$ cat config.mk
export PLATFORM = sky130hd
export DESIGN_NAME = fetch_unit
export DESIGN_NICKNAME = d
export VERILOG_FILES = /design/src/rtl/cpu_pkg.sv /design/src/rtl/fetch_unit.sv
export SDC_FILE = /design/constraint.sdc
export NUM_CORES = 1
export LEC_CHECK = 0
export CAP_MARGIN = 20
export CORE_MARGIN = 3
export CORE_UTILIZATION = 41
export DETAILED_ROUTE_END_ITERATION = 10
export GPL_TIMING_DRIVEN = 1
export PLACE_DENSITY = 0.88
export SYNTH_ARGS = -nofsm -noshare
export SYNTH_HDL_FRONTEND = slang
export SYNTH_SLANG_ARGS = --single-unit
$ cat constraint.sdc
create_clock -name clk -period 2.25 [get_ports clk]
set_input_delay 0.3375 -clock clk [delete_from_list [all_inputs] [get_ports clk]]
set_output_delay 0.3375 -clock clk [all_outputs]
set_load 0.005 [all_outputs]
$ cat src/rtl/cpu_pkg.sv
// Shared constants and types for the small CPU front end.
package cpu_pkg;

   localparam int ADDR_W  = 4;
   localparam int INSTR_W = 16;
   localparam int CNT_W   = 8;

   localparam logic [3:0] OP_ADD  = 4'b0001;
   localparam logic [3:0] OP_LDI  = 4'b0110;
   localparam logic [3:0] OP_JMP  = 4'b0111;
   localparam logic [3:0] HALT_OP = 4'b1111;

   typedef enum logic {
      ST_RUN  = 1'b0,
      ST_HALT = 1'b1
   } fetch_state_t;

   function automatic logic [3:0] opcode_of(input logic [INSTR_W-1:0] instr);
      return instr[INSTR_W-1 -: 4];
   endfunction

endpackage

$ cat src/rtl/fetch_unit.sv
// Instruction fetch: owns the PC, registers the fetched word toward decode,
// honours execute redirects and stops issuing after a HALT opcode.
//
//   state   | meaning
//   --------+-----------------------------------------------------------
//   ST_RUN  | fetching; a word is issued whenever the output slot is free
//   ST_HALT | HALT word issued; no further fetch until redirect or rst
module fetch_unit
   import cpu_pkg::*;
#(
   parameter int         P_ADDR_W  = ADDR_W,
   parameter int         P_INSTR_W = INSTR_W,
   parameter logic [3:0] P_HALT_OP = HALT_OP,
   parameter int         P_CNT_W   = CNT_W
) (
   input  logic                 clk,
   input  logic                 rst,
   output logic [P_ADDR_W-1:0]  imem_addr,
   input  logic [P_INSTR_W-1:0] imem_instr,
   output logic                 if_valid,
   input  logic                 id_ready,
   output logic [P_INSTR_W-1:0] if_instr,
   output logic [P_ADDR_W-1:0]  if_pc,
   input  logic                 redirect_valid,
   input  logic [P_ADDR_W-1:0]  redirect_target,
   output logic                 halted,
   output logic [P_CNT_W-1:0]   fetch_count
);

   fetch_state_t        state;
   logic [P_ADDR_W-1:0] pc;
   logic [P_ADDR_W-1:0] pc_next;
   logic                issue;
   logic                is_halt_word;

   assign imem_addr    = pc;
   assign is_halt_word = (imem_instr[P_INSTR_W-1 -: 4] == P_HALT_OP);
   assign issue        = (state == ST_RUN) && !redirect_valid && (!if_valid || id_ready);

   always_comb begin
      pc_next = pc;
      if (rst)
         pc_next = '0;
      else if (redirect_valid)
         pc_next = redirect_target;
      else if (issue)
         pc_next = P_ADDR_W'(pc + 1'b1);
   end

   always_ff @(posedge clk) begin
      pc <= pc_next;
      if (rst) begin
         state       <= ST_RUN;
         if_valid    <= 1'b0;
         if_instr    <= '0;
         if_pc       <= '0;
         halted      <= 1'b0;
         fetch_count <= '0;
      end else if (redirect_valid) begin
         // flush wins over a stalled decode and over a HALT word on the bus
         state    <= ST_RUN;
         halted   <= 1'b0;
         if_valid <= 1'b0;
      end else if (issue) begin
         if_instr <= imem_instr;
         if_pc    <= pc;
         if_valid <= 1'b1;
         if (fetch_count != '1)
            fetch_count <= fetch_count + 1'b1;
         if (is_halt_word) begin
            state  <= ST_HALT;
            halted <= 1'b1;
         end
      end else if (if_valid && id_ready) begin
         if_valid <= 1'b0;
      end
   end

endmodule

==> impl_metrics.env <==
export IMPL_hold_depth=2
export IMPL_met3_usage_pct=5.62
export IMPL_cts_sinks=34
export IMPL_syn_to_final_growth_pct=51.3
export IMPL_synth_xor_area_share_pct=1.92
export IMPL_synth_common_cells="nand2_1 (44), dfxtp_1 (34), a21oi_1 (27)"
export IMPL_fin_util_pct=66.3
export IMPL_cts_clk_slew_worst_paths_ns=0.10
export IMPL_maxSlewHeadroom_pct=78.0
export IMPL_synthAdderAreaFrac_pct=1.83
export IMPL_ctsHoldBuffers=0
export IMPL_pwr_share_seq_pct=54.4
export IMPL_tightest_slew_ns=0.330
export IMPL_clock_latency_ns=0.33
export IMPL_drt_pass1_iterations=4
export IMPL_peakVddDrop_mv=0.352
export IMPL_hold_viol=0
export IMPL_syn_inst=167
export IMPL_std_cell_rows=20
export IMPL_synthFlopType="dfxtp_1"
export IMPL_cp_end_kind="register"
export IMPL_synth_compound_area_share_pct=15.5
export IMPL_path_class="in -> reg"
export IMPL_gp_congestion=0.811
export IMPL_final_layout_size_suffix_gt1_share_pct=8.30
export IMPL_p_int_w=0.000904
export IMPL_yosysWarnings=0
export IMPL_postRouteAntennaNets=0
export IMPL_vias_per_cell=5.09
export IMPL_die_h_um=63.8
export IMPL_wl_mm=3.34
export IMPL_p_switching_w=0.000299
export IMPL_cp_num_cells=5
export IMPL_post_synth_top_count_cell="nand2_1"
export IMPL_status="finished clean"
export IMPL_core_um2=3130
export IMPL_combPwrFrac_pct=16.5
export IMPL_vias=1390
export IMPL_diodes=0
export IMPL_fin_cells=273
export IMPL_crit_buf_inv=1
export IMPL_cp_top_family="simple AND/OR/NAND/NOR gates"
export IMPL_slew_violations=0
export IMPL_hpwl_mm=2.45
export IMPL_placedCellCount=265
export IMPL_fp_dieArea_um2=4070
export IMPL_start_util_pct=43.8
export IMPL_grt_antenna_before_repair=0
export IMPL_fmax_mhz=529
export IMPL_grt_pass1_wl_mm=5.73
export IMPL_yosys_area_share_simple_pct=25.4
export IMPL_synth_nets=193
export IMPL_synth_top_family_by_area="simple AND/OR/NAND/NOR gates"
export IMPL_grt_pass1_vias=1330
export IMPL_yosysTopAreaCell="dfxtp_1"
export IMPL_track_usage_pct=17.7
export IMPL_h_tree_depth=2
export IMPL_critPathSlowestCell="clkdlybuf4s50_1"
export IMPL_wire_per_inst_um=12.2
export IMPL_critPathMaxStageDelay_ns=0.50
export IMPL_async_flop_share_pct=0
export IMPL_io_pin_count=58
export IMPL_max_cap_viol_count=0
export IMPL_swShare_pct=24.9
export IMPL_ys_ff_latch=34
export IMPL_busiest_layer="met2"
export IMPL_gr_usage_met2_pct=30.1
export IMPL_cp_arrival_ns=2.12
export IMPL_synth_top_area_share_pct=49.7
export IMPL_finalHoldWorstSlack_ns=0.460
export IMPL_drc=0
export IMPL_grt_start_max_net_pins=22
export IMPL_skew_ns=0.00194
export IMPL_setup_violations=0
export IMPL_grt_use_met1_pct=19.8
export IMPL_cts_resized_gates=0
export IMPL_fin_nets=254
export IMPL_path_cells="clkdlybuf4s50_1, nor2b_4, or3_1, nor4_1, mux2_2"
export IMPL_clockPowerShare_pct=29.1
export IMPL_hold_class="reg -> reg"
export IMPL_synth_mux_area_fraction_pct=1.64
export IMPL_die_w_um=63.8
export IMPL_initialDrtViolationCount=59
export IMPL_fin_crit_ns=1.89
export IMPL_port_buffers=57
export IMPL_cp_required_ns=2.48
export IMPL_syn_area_um2=1370
export IMPL_p_leak_nw=0.752
export IMPL_cp_start_kind="primary input"
export IMPL_cts_root_buffer="clkbuf_4"
export IMPL_power_density_nw_per_um2=580
export IMPL_path_max_fanout=12
export IMPL_rsz0062_at_grt="false"
export IMPL_cts_tree="yes"
export IMPL_fill_cells=284
export IMPL_yosysUniqueCellTypes=26
export IMPL_cts_setup_buffers=0
export IMPL_overflow=0
export IMPL_numCtsBuffers=5
export IMPL_ys_seq_area_share_pct=49.7
export IMPL_period_share_pct=84.0
export IMPL_ff2ff_path_depth=3
export IMPL_syn_area_per_cell_um2=8.20
export IMPL_cts_buffer_depth=2
export IMPL_synth_area_leaders="dfxtp_1 (50%), nand2_1 (12%), a21oi_1 (9.9%), nor2_1 (1.9%), xnor2_1 (1.9%)"
export IMPL_synth_edff_count=0
cell families (layout without fill, tap and decap cells):
family,after synthesis,in the layout
AO/OA/AOI/OAI,38,38
XOR/XNOR,3,3
adder cells (fa/ha/maj),2,2
buffers and inverters,13,75
flip-flops,34,34
multiplexers,2,2
AND/OR/NAND/NOR,75,75
tightest hold or removal path: stages (launching register included):
cell,delay (ns)
dfxtp_1,0.32
nand2_1,0.05
a21oi_1,0.05
flip-flops by register name, summed over array words and instances, names as in the netlist:
name,flops
imem_addr,4
if_valid,1
fetch_count,8
state,1
if_instr,16
if_pc,4
final cells by class:
class | instances | area [um2] | area share (%)
clock buffers | 7 | 55.1 | 2.66
inverters | 2 | 7.51 | 0.362
repair buffers | 65 | 631 | 30.4
flip-flops and latches | 34 | 681 | 32.8
multi-input cells | 120 | 639 | 30.8
well taps | 44 | 55.1 | 2.66
clock inverters | 1 | 5.00 | 0.241
stage by stage:
| step | TNS (ns) | cell area (um2) | setup slack, ns | total power (W) |
|---|---|---|---|---|
| 3_3_place_gp | 0 | 2010 | 0.0895 | 0.000863 |
| 6_report | 0 | 2070 | 0.360 | 0.00120 |
| 3_5_place_dp | -0.00169 | 2010 | -0.00169 | 0.000868 |
| 2_1_floorplan | 0 | 1370 | 0.620 | 0.000742 |
| 5_1_grt | 0 | 2070 | 0.294 | 0.00127 |
| 4_1_cts | 0 | 2070 | 0.367 | 0.00121 |
power groups by stage:
| stage | Sequential [W] | Clock [W] | Combinational (W) |
|---|---|---|---|
| after CTS | 0.000655 | 0.000358 | 0.000201 |
| final | 0.000655 | 0.000350 | 0.000199 |
| after detailed placement | 0.000668 | 0 | 0.000200 |
| after global routing | 0.000660 | 0.000387 | 0.000218 |
| after floorplan | 0.000668 | 0 | 0.0000743 |
| after global placement | 0.000667 | 0 | 0.000196 |
final timing paths:
| path | from | endpoint | slack (ns) |
|---|---|---|---|
| worst max register to register | state$_SDFFE_PP0P_ | fetch_count[5]$_SDFFE_PP0P_ | 0.43 |
| worst min register to register | if_instr[15]$_SDFFE_PP0P_ | if_instr[15]$_SDFFE_PP0P_ | 0.46 |
| worst max-delay path | id_ready | fetch_count[5]$_SDFFE_PP0P_ | 0.36 |
| worst min-delay path | if_instr[15]$_SDFFE_PP0P_ | if_instr[15]$_SDFFE_PP0P_ | 0.46 |
per-layer routing:
layer / wire length (um) / share of wire, %
met1: 1390 / 42
met2: 1680 / 50
met3: 206 / 6.2
met4: 53 / 1.6
met5: 0 / 0
cells in the final DEF (no fill, tap or decap), types with 2 or more instances in the layout:
cell type | netlist | final
nand2_1 | 44 | 44
buf_4 | 0 | 8
or4_1 | 3 | 3
ha_1 | 2 | 2
a21oi_1 | 27 | 27
a211oi_1 | 3 | 3
nor3_1 | 5 | 4
xnor2_1 | 3 | 3
o21ai_0 | 3 | 3
o31ai_1 | 3 | 3
nand3_1 | 3 | 3
nor2_1 | 7 | 7
mux2_2 | 2 | 2
nor4_1 | 2 | 2
inv_1 | 2 | 2
dfxtp_1 | 34 | 34
nor2b_1 | 3 | 3
or3_1 | 3 | 3
clkbuf_4 | 0 | 5
clkdlybuf4s50_1 | 0 | 57
Note: power is estimated with default switching activity, not from simulation.
